### src/rtl/writeback_unit_pkg.sv
// Shared CPU types for the writeback stage: register/data widths, the write
// request record and the per-cycle writer selection.
package writeback_unit_pkg;

    localparam int REG_W    = 4;
    localparam int DATA_W   = 32;
    localparam int NUM_REGS = 1 << REG_W;

    typedef logic [REG_W-1:0]  reg_idx_t;
    typedef logic [DATA_W-1:0] data_t;

    typedef struct packed {
        reg_idx_t dst;
        data_t    data;
        logic     high;
        logic     low;
    } wb_req_t;

    typedef enum logic [1:0] {
        SEL_IDLE,
        SEL_ALU,
        SEL_FIFO
    } wb_sel_e;

    function automatic logic [NUM_REGS-1:0] reg_onehot(input reg_idx_t idx);
        return NUM_REGS'(1) << idx;
    endfunction

endpackage

### src/rtl/writeback_unit_if.sv
// Bundle of ALU, load-return, issue and register-file write signals around the
// writeback stage; slave is the writeback unit, master is its environment.
interface writeback_unit_if;
    import writeback_unit_pkg::*;

    logic                alu_valid;
    reg_idx_t            alu_dst;
    data_t               alu_data;
    logic                alu_high;
    logic                alu_low;
    logic                alu_stall;

    logic                mem_valid;
    reg_idx_t            mem_dst;
    data_t               mem_data;
    logic                mem_ready;

    logic                issue_valid;
    reg_idx_t            issue_dst;
    logic [NUM_REGS-1:0] pending;

    logic                wr;
    reg_idx_t            wr_dst;
    data_t               wr_data;
    logic                high;
    logic                low;

    modport master (
        output alu_valid, alu_dst, alu_data, alu_high, alu_low,
        output mem_valid, mem_dst, mem_data,
        output issue_valid, issue_dst,
        input  alu_stall, mem_ready, pending,
        input  wr, wr_dst, wr_data, high, low
    );

    modport slave (
        input  alu_valid, alu_dst, alu_data, alu_high, alu_low,
        input  mem_valid, mem_dst, mem_data,
        input  issue_valid, issue_dst,
        output alu_stall, mem_ready, pending,
        output wr, wr_dst, wr_data, high, low
    );

endinterface

### src/rtl/writeback_unit_fifo2.sv
// Two-entry load-return buffer; the caller only pushes when not full and only
// pops when not empty.
module wb_fifo2
    import writeback_unit_pkg::*;
(
    input  logic    clk,
    input  logic    rst,
    input  logic    push,
    input  wb_req_t push_data,
    input  logic    pop,
    output wb_req_t head,
    output logic    full,
    output logic    empty
);

    wb_req_t    slots [2];
    logic       wr_ptr;
    logic       rd_ptr;
    logic [1:0] count;

    always_ff @(posedge clk or posedge rst) begin
        if (rst) begin
            wr_ptr <= 1'b0;
            rd_ptr <= 1'b0;
            count  <= 2'd0;
        end else begin
            if (push)
                wr_ptr <= ~wr_ptr;
            if (pop)
                rd_ptr <= ~rd_ptr;
            case ({push, pop})
                2'b10:   count <= count + 2'd1;
                2'b01:   count <= count - 2'd1;
                default: count <= count;
            endcase
        end
    end

    // Payload storage needs no reset; occupancy alone decides validity.
    always_ff @(posedge clk) begin
        if (push)
            slots[wr_ptr] <= push_data;
    end

    assign head  = slots[rd_ptr];
    assign full  = (count == 2'd2);
    assign empty = (count == 2'd0);

endmodule

### src/rtl/writeback_unit.sv
// Writeback arbiter: merges ALU results and buffered load returns onto one
// register-file write port and tracks registers with outstanding loads.
module writeback_unit
    import writeback_unit_pkg::*;
#(
    parameter int STARVE_LIMIT = 4
) (
    input logic             clk,
    input logic             rst,
    writeback_unit_if.slave bus
);

    localparam int CNT_W = $clog2(STARVE_LIMIT + 2);

    wb_req_t             fifo_head;
    wb_req_t             fifo_in;
    logic                fifo_full;
    logic                fifo_empty;
    logic                fifo_push;
    logic                fifo_pop;
    logic                starve;
    wb_sel_e             sel;
    logic [CNT_W-1:0]    starve_cnt;
    logic [NUM_REGS-1:0] pending_q;
    logic [NUM_REGS-1:0] pending_next;
    logic                wr_q;
    reg_idx_t            wr_dst_q;
    data_t               wr_data_q;
    logic                high_q;
    logic                low_q;

    assign fifo_in = '{dst: bus.mem_dst, data: bus.mem_data, high: 1'b0, low: 1'b0};
    assign fifo_push = bus.mem_valid && !fifo_full;
    assign fifo_pop  = (sel == SEL_FIFO);

    wb_fifo2 u_fifo (
        .clk       (clk),
        .rst       (rst),
        .push      (fifo_push),
        .push_data (fifo_in),
        .pop       (fifo_pop),
        .head      (fifo_head),
        .full      (fifo_full),
        .empty     (fifo_empty)
    );

    // A load that has waited STARVE_LIMIT cycles takes the port from the ALU.
    assign starve = !fifo_empty && (starve_cnt == CNT_W'(STARVE_LIMIT));

    always_comb begin
        sel = SEL_IDLE;
        if (starve)
            sel = SEL_FIFO;
        else if (bus.alu_valid)
            sel = SEL_ALU;
        else if (!fifo_empty)
            sel = SEL_FIFO;
    end

    always_ff @(posedge clk or posedge rst) begin
        if (rst)
            starve_cnt <= '0;
        else if (fifo_pop || fifo_empty)
            starve_cnt <= '0;
        else
            starve_cnt <= starve_cnt + CNT_W'(1);
    end

    // Clear before set so a same-cycle re-issue to the written register wins.
    always_comb begin
        pending_next = pending_q;
        if (fifo_pop)
            pending_next = pending_next & ~reg_onehot(fifo_head.dst);
        if (bus.issue_valid)
            pending_next = pending_next | reg_onehot(bus.issue_dst);
    end

    always_ff @(posedge clk or posedge rst) begin
        if (rst)
            pending_q <= '0;
        else
            pending_q <= pending_next;
    end

    always_ff @(posedge clk or posedge rst) begin
        if (rst) begin
            wr_q      <= 1'b0;
            wr_dst_q  <= '0;
            wr_data_q <= '0;
            high_q    <= 1'b0;
            low_q     <= 1'b0;
        end else begin
            case (sel)
                SEL_ALU: begin
                    wr_q      <= 1'b1;
                    wr_dst_q  <= bus.alu_dst;
                    wr_data_q <= bus.alu_data;
                    high_q    <= bus.alu_high;
                    low_q     <= bus.alu_low;
                end
                SEL_FIFO: begin
                    wr_q      <= 1'b1;
                    wr_dst_q  <= fifo_head.dst;
                    wr_data_q <= fifo_head.data;
                    high_q    <= fifo_head.high;
                    low_q     <= fifo_head.low;
                end
                default: wr_q <= 1'b0;
            endcase
        end
    end

    assign bus.alu_stall = starve;
    assign bus.mem_ready = !fifo_full;
    assign bus.pending   = pending_q;
    assign bus.wr        = wr_q;
    assign bus.wr_dst    = wr_dst_q;
    assign bus.wr_data   = wr_data_q;
    assign bus.high      = high_q;
    assign bus.low       = low_q;

endmodule

### src/flat_wrapper.sv
// flat-port wrapper written by rule: the top's interface ports become plain ports
module writeback_unit_flat import writeback_unit_pkg::*;
#(
    parameter int STARVE_LIMIT = 4
)
  (clk, rst, bus_alu_valid, bus_alu_dst, bus_alu_data, bus_alu_high, bus_alu_low, bus_mem_valid, bus_mem_dst, bus_mem_data, bus_issue_valid, bus_issue_dst, bus_alu_stall, bus_mem_ready, bus_pending, bus_wr, bus_wr_dst, bus_wr_data, bus_high, bus_low);
  writeback_unit_if bus_i ();
  input logic clk;
  input logic rst;
  input wire logic [$bits(bus_i.alu_valid)-1:0] bus_alu_valid;
  input wire logic [$bits(bus_i.alu_dst)-1:0] bus_alu_dst;
  input wire logic [$bits(bus_i.alu_data)-1:0] bus_alu_data;
  input wire logic [$bits(bus_i.alu_high)-1:0] bus_alu_high;
  input wire logic [$bits(bus_i.alu_low)-1:0] bus_alu_low;
  input wire logic [$bits(bus_i.mem_valid)-1:0] bus_mem_valid;
  input wire logic [$bits(bus_i.mem_dst)-1:0] bus_mem_dst;
  input wire logic [$bits(bus_i.mem_data)-1:0] bus_mem_data;
  input wire logic [$bits(bus_i.issue_valid)-1:0] bus_issue_valid;
  input wire logic [$bits(bus_i.issue_dst)-1:0] bus_issue_dst;
  output wire logic [$bits(bus_i.alu_stall)-1:0] bus_alu_stall;
  output wire logic [$bits(bus_i.mem_ready)-1:0] bus_mem_ready;
  output wire logic [$bits(bus_i.pending)-1:0] bus_pending;
  output wire logic [$bits(bus_i.wr)-1:0] bus_wr;
  output wire logic [$bits(bus_i.wr_dst)-1:0] bus_wr_dst;
  output wire logic [$bits(bus_i.wr_data)-1:0] bus_wr_data;
  output wire logic [$bits(bus_i.high)-1:0] bus_high;
  output wire logic [$bits(bus_i.low)-1:0] bus_low;
  assign bus_i.alu_valid = bus_alu_valid;
  assign bus_i.alu_dst = bus_alu_dst;
  assign bus_i.alu_data = bus_alu_data;
  assign bus_i.alu_high = bus_alu_high;
  assign bus_i.alu_low = bus_alu_low;
  assign bus_i.mem_valid = bus_mem_valid;
  assign bus_i.mem_dst = bus_mem_dst;
  assign bus_i.mem_data = bus_mem_data;
  assign bus_i.issue_valid = bus_issue_valid;
  assign bus_i.issue_dst = bus_issue_dst;
  assign bus_alu_stall = bus_i.alu_stall;
  assign bus_mem_ready = bus_i.mem_ready;
  assign bus_pending = bus_i.pending;
  assign bus_wr = bus_i.wr;
  assign bus_wr_dst = bus_i.wr_dst;
  assign bus_wr_data = bus_i.wr_data;
  assign bus_high = bus_i.high;
  assign bus_low = bus_i.low;
  writeback_unit #(.STARVE_LIMIT(STARVE_LIMIT)) u_core (.clk(clk), .rst(rst), .bus(bus_i));
endmodule
### config.mk
export PLATFORM = sky130hd
export DESIGN_NAME = writeback_unit_flat
export DESIGN_NICKNAME = d
export VERILOG_FILES = /design/src/rtl/writeback_unit_pkg.sv /design/src/rtl/writeback_unit_if.sv /design/src/rtl/writeback_unit_fifo2.sv /design/src/rtl/writeback_unit.sv /design/src/flat_wrapper.sv
export SDC_FILE = /design/constraint.sdc
export NUM_CORES = 1
export LEC_CHECK = 0
export ABC_AREA = 1
export CAP_MARGIN = 20
export CELL_PAD_IN_SITES_DETAIL_PLACEMENT = 1
export CELL_PAD_IN_SITES_GLOBAL_PLACEMENT = 2
export CORE_MARGIN = 4
export CORE_UTILIZATION = 31
export DETAILED_ROUTE_END_ITERATION = 12
export HOLD_SLACK_MARGIN = 0.02
export PLACE_DENSITY = 0.8
export SETUP_SLACK_MARGIN = 0.05
export SYNTH_ARGS = -nofsm -noshare
export SYNTH_HDL_FRONTEND = slang
export SYNTH_HIERARCHICAL = 1
export SYNTH_SLANG_ARGS = --single-unit
### constraint.sdc
create_clock -name clk -period 3.6 [get_ports clk]
set_clock_uncertainty 0.15 [all_clocks]
set_input_delay 1.08 -clock clk [delete_from_list [all_inputs] [get_ports clk]]
set_output_delay 1.08 -clock clk [all_outputs]
set_load 0.03 [all_outputs]
==> key figures <==
Run status
  • Outcome: complete, no violations

Global route
  • Total GRT Usage: 0.1580
  • Initial antenna violation count: 1
  • Number of global-route vias before repair: ~4.9k
  • First-pass GRT wire length: approximately 25000 um
  • Largest net degree at the start of global routing: 52
  • Remaining global-route overflow: 0

Timing
  • Post-layout min period: 3.124 ns
  • Final hold violation count: 0
  • RSZ-0062 raised after global routing: no
  • Slew Limit Fails: 0
  • Setup TNS: 0 ns
  • Worst-Margin Slew: approximately 0.83 ns
  • Worst slew margin: 0.4432
  • Fmax: ~320 MHz
  • Final setup viols: 0
  • Period utilisation layout: 0.8678

Worst setup path
  • Crit end category: output port
  • Worst setup SP type: flop
  • Worst path arrival time: ~1.9 ns
  • Critical Path RT: 2.37 ns
  • Crit-path max FO: 3
  • Crit path kind: flop to output port

Drt
  • Pre-Repair DR Iteration Count: 4
  • Routed len/inst: roughly 17 um
  • Vias/cell: between 4 and 5
  • DRC violations left: 0
  • DR iter-0 viols: about 190
  • Antenna Nets Post-Route: 0
  • Routed wire length: roughly 16000 um
  • Vias after detailed routing: roughly 4.4k

Floorplanning
  • Core box area: between 15000 and 20000 sq um
  • Initial Utilization: 0.3187
  • Die X-Extent: around 140 um
  • # rows: between 40 and 50
  • Die area: roughly 21000 sq um
  • Die height: about 140 um
  • # IOs: between 100 and 150

Clock tree
  • Root buf cell: clkbuf_16
  • Clk buf depth: 2
  • Number of hold buffers added after cts: 0
  • Htree depth: 4
  • CTS Buf Count: 17
  • Setup Fix Bufs, Post-CTS: 0
  • CTS tree: done
  • Clk pin slew, worst setup/hold paths: about 0.06 ns
  • Worst-skew pair later-pin latency: 0.41 ns
  • Sink Count: ~140
  • Post-cts sizing count: 0

Min path
  • Hold crit path type: flop to flop

Placed design
  • Dpl hpwl: approximately 11000 um
  • # port buffers: approximately 140
  • Final Wtd Congestion: ~0.74

Final layout
  • Layout filler cell count: 2036
  • Layout cells sized above 1: 0.07351
  • Most common cell after layout, fill and taps aside: clkdlybuf4s50_1
  • Final net count: 796
  • Diode count: 0
  • Layout overhead on the synthesized area: 38.14%
  • Most frequent cells in the layout: clkdlybuf4s50_1 (139), nand2_1 (114), a21oi_1 (77), edfxtp_1 (76), inv_1 (62)

Yosys
  • Count of cell types in the netlist: 21
  • Post-synthesis sequential area ratio: 0.6628
  • Yosys warnings: 6
  • Cell count after synthesis: approximately 560
  • Netlist Area Pre-Place: around 5800 sq um
  • Yosys reg bits: around 140
  • Syn avg cell area: 10.29 sq um

Pwr
  • Pwr dens: 901.6 nW/um^2
  • Power Total: a little over 7 mW
  • Max VDD drop: a little under 0.4 mV
  • Leak pwr: between 3 and 4 nW

Job
  • MaxCap Viol Count: 0
-- critical path, stage by stage, from the launching register on --
cell             delay, ns
dfrtp_1               0.40
inv_1                 0.07
ha_1                  0.15
nand3_1               0.13
inv_1                 0.08
clkdlybuf4s50_1       0.66
-- cells in the mapped netlist, drive strengths merged --
| cell | count | area share |
|---|---|---|
| nand2 | 114 | 0.074 |
| nor3 | 1 | 0.0017 |
| inv | 67 | 0.043 |
| nand4 | 3 | 0.0032 |
| conb | 1 | 0.00065 |
| nor2 | 54 | 0.036 |
| o21ai | 46 | 0.040 |
| dfrtp | 62 | 0.27 |
| xor2 | 2 | 0.0030 |
| clkbuf | 2 | 0.0013 |
| ha | 5 | 0.011 |
| xnor2 | 2 | 0.0030 |
| a21oi | 77 | 0.067 |
| edfxtp | 76 | 0.39 |
| nand3 | 26 | 0.022 |
| buf | 24 | 0.031 |
-- path summary, 6_finish.rpt --
check | startpoint | slack (ns) | end | depth (start not counted)
max | u_core/starve_cnt[0] | 0.48 | bus_alu_stall | 5
min | u_core/starve_cnt[0] | 0.32 | u_core/starve_cnt[0] | 1
max reg2reg | u_core/u_fifo/count[0] | 1.22 | u_core/bus.wr_data[19] | 8
min reg2reg | u_core/starve_cnt[0] | 0.32 | u_core/starve_cnt[0] | 1
max in group asynchronous | rst | 1.70 | u_core/bus.wr_data[29] | 3
min in group asynchronous | rst | 0.79 | u_core/u_fifo/count[0] | 2
-- state kept, by name (all words and copies together), names as in the netlist --
signal and flops:
u_core/starve_cnt 3, u_core/bus.high 1, u_core/u_fifo/rd_ptr 1, u_core/u_fifo/slots 76, u_core/bus.wr_data 32, u_core/bus.wr_dst 4
u_core/bus.low 1, u_core/bus.pending 16, u_core/bus.wr 1, u_core/u_fifo/wr_ptr 1, u_core/u_fifo/count 2
-- kinds of logic (layout without fill, tap and decap cells) --
group / count (synthesis) / in the layout / share of synthesized area
AND/OR/NAND/NOR: 198 / 198 / 0.1378
flip-flops: 138 / 138 / 0.6628
AO/OA/AOI/OAI: 123 / 123 / 0.1064
buffers and inverters: 93 / 249 / 0.07549
adder cells (fa/ha/maj): 5 / 5 / 0.01082
XOR/XNOR: 4 / 4 / 0.006058
other: 1 / 4 / 0.0006483
-- through the flow --
step	utilization	setup slack, ns	instance area (sq um)	hold slack, ns	instances
3_3_place_gp	0.4082	0.4886	7407	0.2920	918
6_report	0.4403	0.4759	7990	0.3219	950
3_5_place_dp	0.4082	0.3991	7407	0.3175	918
4_1_cts	0.4403	0.4324	7990	0.3256	950
5_1_grt	0.4403	0.3544	7990	0.3416	950
2_1_floorplan	-	0.06569	5796	0.2804	565
-- where the power goes --
| part | total (mW) | internal [mW] | switching, mW |
|---|---|---|---|
| combinational | 2.94 | 1.08 | 1.86 |
| clock | 1.70 | 0.978 | 0.726 |
| sequential | 2.56 | 2.26 | 0.297 |
-- area by class of cell --
cell class	count	area, sq um	share of cell area
well taps	229	286.5	0.03586
multi-input cells	334	1535	0.1921
flip-flops and latches	138	3835	0.4800
clock buffers	17	425.4	0.05324
inverters	67	251.5	0.03148
clock inverters	15	157.7	0.01973
repair buffers	150	1499	0.1876
-- layer usage --
metal	part of all wire	global-route usage
met1	0.43	0.1954
met2	0.50	0.2702
met3	0.059	0.04795
met4	0.011	0.04124
met5	0.00050	0
(Power assumes the default switching activity.)
